--- config.mk ---
export PLATFORM = sky130hd
export DESIGN_NAME = mire_writer_flat
export DESIGN_NICKNAME = d
export VERILOG_FILES = /design/src/rtl/mire_pkg.sv /design/src/rtl/wshb_if.sv /design/src/rtl/mire_xy_counter.sv /design/src/rtl/mire_writer.sv /design/src/flat_wrapper.sv
export SDC_FILE = /design/constraint.sdc
export NUM_CORES = 1
export LEC_CHECK = 0
export CORE_MARGIN = 2
export CORE_UTILIZATION = 42
export CTS_CLUSTER_SIZE = 24
export DETAILED_ROUTE_END_ITERATION = 7
export MAX_ROUTING_LAYER = met4
export PLACE_DENSITY = 0.78
export SLEW_MARGIN = 0
export SYNTH_ARGS = -nofsm -noshare
export SYNTH_HDL_FRONTEND = slang
export SYNTH_HIERARCHICAL = 1
export SYNTH_SLANG_ARGS = --single-unit
--- constraint.sdc ---
create_clock -name wshb_clk -period 3 [get_ports wshb_clk]
set_input_delay 0.75 -clock wshb_clk [delete_from_list [all_inputs] [get_ports wshb_clk]]
set_output_delay 0.75 -clock wshb_clk [all_outputs]
set_load 0.02 [all_outputs]
--- src/rtl/mire_pkg.sv ---
// mire_pkg: shared types and constants for the framebuffer test-pattern writer.
package mire_pkg;

  typedef enum logic [1:0] {IDLE, WRITE, YIELD, DONE} mire_state_e;

  localparam int          WORD_BYTES = 4;
  localparam logic [3:0]  GRID_MASK  = 4'hF;
  localparam logic [23:0] GRID_COLOR = 24'hFFFFFF;
  localparam logic [23:0] BG_COLOR   = 24'h000000;

  // Grid line every 16 pixels in both directions, packed as {8'h00, RGB}
  function automatic logic [31:0] mire_word(input logic [3:0] xl, input logic [3:0] yl);
    return {8'h00, (((xl & GRID_MASK) == 4'h0) || ((yl & GRID_MASK) == 4'h0)) ? GRID_COLOR : BG_COLOR};
  endfunction

endpackage

--- src/rtl/wshb_if.sv ---
// wshb_if: 32-bit Wishbone bus bundle between a master and a slave.
interface wshb_if;
  logic        cyc;
  logic        stb;
  logic        we;
  logic [31:0] adr;
  logic [31:0] dat_ms;
  logic [31:0] dat_sm;
  logic [3:0]  sel;
  logic [2:0]  cti;
  logic [1:0]  bte;
  logic        ack;
  logic        err;

  modport master (output cyc, stb, we, adr, dat_ms, sel, cti, bte,
                  input  dat_sm, ack, err);
  modport slave  (input  cyc, stb, we, adr, dat_ms, sel, cti, bte,
                  output dat_sm, ack, err);
endinterface

--- src/rtl/mire_xy_counter.sv ---
// mire_xy_counter: raster pixel position, wraps at end of line and end of frame.
module mire_xy_counter import mire_pkg::*; #(
  parameter int HDISP = 800,
  parameter int VDISP = 480,
  localparam int XW = $clog2(HDISP),
  localparam int YW = $clog2(VDISP)
) (
  input  logic          wshb_clk,
  input  logic          wshb_rst_n,
  input  logic          clear,
  input  logic          advance,
  output logic [XW-1:0] x,
  output logic [YW-1:0] y,
  output logic          last
);

  logic x_end;

  // End-of-line and end-of-frame decode
  always_comb begin
    x_end = (x == XW'(HDISP-1));
    last  = x_end && (y == YW'(VDISP-1));
  end

  // Position register; clear wins over advance, last pixel wraps to (0,0)
  always_ff @(posedge wshb_clk) begin
    if (!wshb_rst_n || clear) begin
      x <= '0;
      y <= '0;
    end else if (advance) begin
      if (x_end) begin
        x <= '0;
        y <= last ? '0 : y + 1'b1;
      end else begin
        x <= x + 1'b1;
      end
    end
  end

endmodule

--- src/rtl/mire_writer.sv ---
// mire_writer: Wishbone master filling the framebuffer with a 16-pixel grid.
// Writes bursts of BURST words, then releases the bus for GAP cycles.
// Define MIRE_LOOP_EN to restart at address 0 after each frame while enabled;
// otherwise the writer parks in DONE until enable drops.
module mire_writer import mire_pkg::*; #(
  parameter int HDISP = 800,
  parameter int VDISP = 480,
  parameter int BURST = 64,
  parameter int GAP   = 8
) (
  input  logic   wshb_clk,
  input  logic   wshb_rst_n,
  input  logic   enable,
  output logic   frame_done,
  output logic   busy,
  wshb_if.master wshb_ifm
);

  localparam int XW = $clog2(HDISP);
  localparam int YW = $clog2(VDISP);
  localparam int BW = (BURST > 1) ? $clog2(BURST) : 1;
  localparam int GW = (GAP > 1) ? $clog2(GAP) : 1;

  mire_state_e   state, state_d;
  logic [XW-1:0] x, nx, px;
  logic [YW-1:0] y, ny, py;
  logic          last, ack_w, burst_end, gap_end;
  logic [BW-1:0] burst_cnt;
  logic [GW-1:0] gap_cnt;
  logic [31:0]   adr_q, dat_q;
  logic          cyc_q, we_q;
  logic          cyc_d, busy_d, done_d;
  logic          unused_sm;

  assign wshb_ifm.cyc    = cyc_q;
  assign wshb_ifm.stb    = cyc_q;
  assign wshb_ifm.we     = we_q;
  assign wshb_ifm.adr    = adr_q;
  assign wshb_ifm.dat_ms = dat_q;
  assign wshb_ifm.sel    = 4'hF;
  assign wshb_ifm.cti    = 3'b000;
  assign wshb_ifm.bte    = 2'b00;
  // Read data and err are not used; err simply never counts as an ack
  assign unused_sm = ^{wshb_ifm.dat_sm, wshb_ifm.err};

  assign ack_w     = (state == WRITE) && wshb_ifm.ack;
  assign burst_end = (burst_cnt == BW'(BURST-1));
  assign gap_end   = (gap_cnt == GW'(GAP-1));

  mire_xy_counter #(.HDISP(HDISP), .VDISP(VDISP)) u_xy (
    .wshb_clk  (wshb_clk),
    .wshb_rst_n(wshb_rst_n),
    .clear     (state_d == IDLE),
    .advance   (ack_w),
    .x         (x),
    .y         (y),
    .last      (last)
  );

  // Look-ahead position so the next word is ready on the edge after ack
  always_comb begin
    nx = x + 1'b1;
    ny = y;
    if (x == XW'(HDISP-1)) begin
      nx = '0;
      ny = last ? '0 : y + 1'b1;
    end
    px = ack_w ? nx : x;
    py = ack_w ? ny : y;
  end

  // State register
  always_ff @(posedge wshb_clk) begin
    if (!wshb_rst_n) state <= IDLE;
    else             state <= state_d;
  end

  // Next state; enable only matters on ack, at gap end, in IDLE and in DONE
  always_comb begin
    state_d = state;
    case (state)
      IDLE:  if (enable) state_d = WRITE;
      WRITE: if (wshb_ifm.ack) begin
               if (last)           state_d = DONE;
               else if (!enable)   state_d = IDLE;
               else if (burst_end) state_d = YIELD;
             end
      YIELD: if (gap_end) state_d = enable ? WRITE : IDLE;
`ifdef MIRE_LOOP_EN
      DONE:  state_d = enable ? WRITE : IDLE;
`else
      DONE:  if (!enable) state_d = IDLE;
`endif
      default: state_d = IDLE;
    endcase
  end

  // Output decode from the next state, registered below
  always_comb begin
    cyc_d  = (state_d == WRITE);
    busy_d = (state_d == WRITE) || (state_d == YIELD);
    done_d = (state_d == DONE) && (state != DONE);
  end

  // Registered control outputs
  always_ff @(posedge wshb_clk) begin
    if (!wshb_rst_n) begin
      cyc_q      <= 1'b0;
      we_q       <= 1'b0;
      busy       <= 1'b0;
      frame_done <= 1'b0;
    end else begin
      cyc_q      <= cyc_d;
      we_q       <= cyc_d;
      busy       <= busy_d;
      frame_done <= done_d;
    end
  end

  // Address and pixel word; both hold across wait states
  always_ff @(posedge wshb_clk) begin
    if (!wshb_rst_n) begin
      adr_q <= '0;
      dat_q <= '0;
    end else begin
      if (state_d == IDLE) adr_q <= '0;
      else if (ack_w)      adr_q <= last ? '0 : adr_q + 32'(WORD_BYTES);
      if (state_d == WRITE) dat_q <= mire_word(4'(px), 4'(py));
    end
  end

  // Burst length and bus-release gap counters
  always_ff @(posedge wshb_clk) begin
    if (!wshb_rst_n || state_d == IDLE || state_d == DONE) burst_cnt <= '0;
    else if (ack_w) burst_cnt <= burst_end ? '0 : burst_cnt + 1'b1;
    if (!wshb_rst_n || state != YIELD) gap_cnt <= '0;
    else                               gap_cnt <= gap_cnt + 1'b1;
  end

endmodule
--- src/flat_wrapper.sv ---
// flat-port wrapper written by rule: the top's interface ports become plain ports
module mire_writer_flat import mire_pkg::*;
#(
  parameter int HDISP = 800,
  parameter int VDISP = 480,
  parameter int BURST = 64,
  parameter int GAP   = 8
)
  (wshb_clk, wshb_rst_n, enable, frame_done, busy, wshb_ifm_cyc, wshb_ifm_stb, wshb_ifm_we, wshb_ifm_adr, wshb_ifm_dat_ms, wshb_ifm_sel, wshb_ifm_cti, wshb_ifm_bte, wshb_ifm_dat_sm, wshb_ifm_ack, wshb_ifm_err);
  wshb_if wshb_ifm_i ();
  input  logic wshb_clk;
  input  logic wshb_rst_n;
  input  logic enable;
  output logic frame_done;
  output logic busy;
  output wire logic [$bits(wshb_ifm_i.cyc)-1:0] wshb_ifm_cyc;
  output wire logic [$bits(wshb_ifm_i.stb)-1:0] wshb_ifm_stb;
  output wire logic [$bits(wshb_ifm_i.we)-1:0] wshb_ifm_we;
  output wire logic [$bits(wshb_ifm_i.adr)-1:0] wshb_ifm_adr;
  output wire logic [$bits(wshb_ifm_i.dat_ms)-1:0] wshb_ifm_dat_ms;
  output wire logic [$bits(wshb_ifm_i.sel)-1:0] wshb_ifm_sel;
  output wire logic [$bits(wshb_ifm_i.cti)-1:0] wshb_ifm_cti;
  output wire logic [$bits(wshb_ifm_i.bte)-1:0] wshb_ifm_bte;
  input wire logic [$bits(wshb_ifm_i.dat_sm)-1:0] wshb_ifm_dat_sm;
  input wire logic [$bits(wshb_ifm_i.ack)-1:0] wshb_ifm_ack;
  input wire logic [$bits(wshb_ifm_i.err)-1:0] wshb_ifm_err;
  assign wshb_ifm_cyc = wshb_ifm_i.cyc;
  assign wshb_ifm_stb = wshb_ifm_i.stb;
  assign wshb_ifm_we = wshb_ifm_i.we;
  assign wshb_ifm_adr = wshb_ifm_i.adr;
  assign wshb_ifm_dat_ms = wshb_ifm_i.dat_ms;
  assign wshb_ifm_sel = wshb_ifm_i.sel;
  assign wshb_ifm_cti = wshb_ifm_i.cti;
  assign wshb_ifm_bte = wshb_ifm_i.bte;
  assign wshb_ifm_i.dat_sm = wshb_ifm_dat_sm;
  assign wshb_ifm_i.ack = wshb_ifm_ack;
  assign wshb_ifm_i.err = wshb_ifm_err;
  mire_writer #(.HDISP(HDISP), .VDISP(VDISP), .BURST(BURST), .GAP(GAP)) u_core (.wshb_clk(wshb_clk), .wshb_rst_n(wshb_rst_n), .enable(enable), .frame_done(frame_done), .busy(busy), .wshb_ifm(wshb_ifm_i));
endmodule
==> summary.txt <==
Run status
  – Status: finished clean

Flow run
  – # Max-Cap Violations: 0

Route
  – Vias per cell: 5.35
  – Routed wire length per instance: 13.7 um
  – ANT nets after route: 0
  – Drt first pass iters: 4
  – Remaining DRCs: 0
  – DRT iter0 DRCs: 100
  – Total number of vias: 3150
  – Final wirelength: 8.10 mm

Clock tree
  – Inserted Clock Buffers: 9
  – CTS Hold Bufs: 0
  – Clock sink total: 64
  – Worst-path clk slew: 0.07 ns
  – Total setup buffers inserted after CTS: 0
  – CTS H-tree lvls: 3
  – CTS root buf: clkbuf_8
  – Clock latency on the worst-skew pair: 0.34 ns
  – Maximum clock insertion buffer count: 2
  – CTS tree: done

Global routing
  – Global Route Usage Sum: 0.190
  – First-pass GRT wire length: 13.5 mm
  – Vias in the first global route: 2876
  – Initial antenna violation count: 0
  – Congestion Overflow GR: 0
  – Largest net degree at the start of global routing: 29

Critical path
  – Flop-to-flop setup slack: 0.17 ns
  – Cells along the critical path: or4b_4 -> nor4_4 -> nand2b_1 -> a21oi_1 -> a221oi_2 -> inv_1 -> ha_1 -> nand2b_1 -> or4_1 -> o21ai_0
  – Max incr delay on CP: 0.53 ns
  – Worst Setup Start Kind: flop
  – CP Capture Type: flop
  – Crit path buf inv count: 1
  – WS Path Type: flop to flop
  – Worst path top cell family by delay: simple AND/OR/NAND/NOR gates
  – Req. time, crit path: 3.26 ns
  – Worst EP arrival: 3.09 ns
  – CP max FO: 5
  – Slowest CP cell: or4_1
  – Most common cell on crit path: nand2b_1

STA
  – Setup_tns: 0 ns
  – Relative slew slack: 0.539
  – Measured slew at the worst slew-check pin: 0.690 ns
  – Slew Viols, Final: 0
  – RSZ-0062 raised after global routing: no
  – Worst setup margin: 0.170 ns
  – Final Skew: 0.00964 ns
  – Crit path time final: 2.83 ns
  – Max Clock Freq: 353 MHz
  – Post-route clock period utilization: 0.943
  – Hold Violations, Final: 0
  – Setup-failing EPs final: 0

Placement
  – Final GP Congestion: 0.781
  – Port Buffers: 62
  – Dpl ws: -0.0978 ns
  – DP HPWL: 5.88 mm
  – Dpl cell area: 4180 um2

Layout
  – Most frequent cells in the layout: dfxtp_1 (63), clkdlybuf4s50_1 (62), nand2_1 (39), a21oi_1 (29)
  – NumNets Final: 527
  – Layout Utilization: 0.539
  – Fin area: 4430 um2
  – Fillers: 748
  – Layout cells sized above 1: 0.114
  – Most common cell after layout, fill and taps aside: dfxtp_1
  – Layout area overhead: 24.5%
  – Antenna Cells: 0

Power
  – Psw: 0.000435 W
  – Combinational share of power: 0.096
  – Power per cell area: 423 nW/um2
  – Clock power share: 0.442
  – Net Sw Frac: 0.233
  – Maximum VDD drop: 0.000241 V
  – Leakage: 1.53 nW
  – Int Pwr: 0.00144 W
  – Power share of the sequential group: 0.462

Synthesis
  – Yosys top cell by area: dfxtp_1
  – Post-synth EDFFs: 0
  – Register area share after synthesis: 0.361
  – Top-area cell type share of the netlist area: 0.361
  – Mapped Cells: 420
  – Cell area after synthesis: 3550 um2
  – Synthesized area per cell: 8.46 um2
  – Dominant cells by area after synthesis: dfxtp_1 (36%), buf_4 (9.5%), or4_1 (4.6%)
  – Post-synthesis async set-or-reset flop share: 0
  – Synth Flop Type: dfxtp_1
  – Distinct cells, synth: 50
  – Synthesized flop and latch total: 64
  – Synth warn: 6

Die
  – Die X: 96.0 um
  – Die Area: 9210 um2
  – Core Area: 8220 um2
  – Io pins: 115
  – FP Rows: 33
  – Die height: 96.0 um
  – Initial Utilization: 0.432

Worst hold path
  – HP Class: flop to flop
-- Yosys cell counts, types with 3 or more instances --
library cell	count
buf_4	45
or3_1	8
nand3_1	16
clkbuf_1	4
xor2_1	12
and3_1	5
nand2_1	39
xnor2_1	13
nand4_1	13
buf_2	5
o21ai_0	10
buf_6	3
and4_1	4
nor2_1	27
ha_1	10
inv_1	11
dfxtp_1	64
nor4_1	8
nor2b_1	3
o31ai_1	15
nand2b_1	4
nand3b_1	3
and2_1	7
or4_1	22
a21oi_1	29
nor3_1	8
mux2i_1	4
-- final timing paths --
kind	from	to	cells after the start
setup / recovery	u_core/u_xy/x[9]	u_core/u_xy/y[7]	10
hold / removal	u_core/gap_cnt[0]	u_core/gap_cnt[0]	1
setup reg to reg	u_core/u_xy/x[9]	u_core/u_xy/y[7]	10
hold reg to reg	u_core/gap_cnt[0]	u_core/gap_cnt[0]	1
-- stage by stage --
step	std cells	total power, W	hold WS, ns
after floorplan	437	0.00103	0.406
after global placement	574	0.00106	0.417
after detailed placement	574	0.00106	0.436
after CTS	589	0.00189	0.473
after global routing	589	0.00194	0.489
final	589	0.00187	0.465
-- registers in the layout, indices dropped and copies added (netlist names) --
register and count:
u_core/burst_cnt 6, u_core/gap_cnt 3, u_core/wshb_ifm.adr 30, u_core/state 2, u_core/wshb_ifm.we 1, u_core/busy 1
u_core/u_xy/y 9, u_core/frame_done 1, u_core/u_xy/x 10, u_core/wshb_ifm.dat_ms 1
-- worst reg2reg max path, stage by stage (launching register included) --
cell      delay [ns]
dfxtp_1         0.37
or4b_4          0.52
nor4_4          0.31
nand2b_1        0.15
a21oi_1         0.07
a221oi_2        0.23
inv_1           0.07
ha_1            0.21
nand2b_1        0.21
or4_1           0.53
o21ai_0         0.08
-- power by group through the flow --
stage | sequential, W | clock, W | combinational (W)
floorplan | 0.000886 | 0 | 0.000148
global placement | 0.000883 | 0 | 0.000176
detailed placement | 0.000884 | 0 | 0.000178
CTS | 0.000865 | 0.000847 | 0.000179
global route | 0.000866 | 0.000886 | 0.000190
finish | 0.000865 | 0.000827 | 0.000179
-- layer usage --
| layer | routed length [um] | track usage |
|---|---|---|
| met5 | 0 | - |
| met4 | 72 | 0.0524 |
| met1 | 3550 | 0.214 |
| met2 | 4150 | 0.328 |
| met3 | 318 | 0.0548 |
-- cells by family (layout without fill, tap and decap cells) --
logic type / Yosys count / after routing / share of synthesized area
and+or+nand+nor: 181 / 181 / 0.289
buffers and inverters: 70 / 117 / 0.130
AOI/OAI and AO/OA: 64 / 64 / 0.110
DFF: 64 / 64 / 0.361
xor gates and xnor gates: 25 / 25 / 0.0616
adders and majority gates: 10 / 10 / 0.0352
muxes: 4 / 4 / 0.0113
other: 2 / 19 / 0.00211
-- cell type report --
| cell class | count | area (um2) | share of cell area |
|---|---|---|---|
| Tap cell | 105 | 131 | 0.0297 |
| Clock buffer | 12 | 155 | 0.0351 |
| Sequential cell | 64 | 1280 | 0.290 |
| Clock inverter | 3 | 65.1 | 0.0147 |
| Multi-Input combinational cell | 303 | 1900 | 0.429 |
| Timing Repair Buffer | 90 | 843 | 0.191 |
| Inverter | 12 | 47.5 | 0.0107 |
-- what timing repair did --
| action | CTS | global route |
|---|---|---|
| setup endpoints to repair | 0 | 36 |
| resized for setup | 0 | 4 |
| hold endpoints to repair | 0 | 0 |
Power figures use the tool's default switching activity.
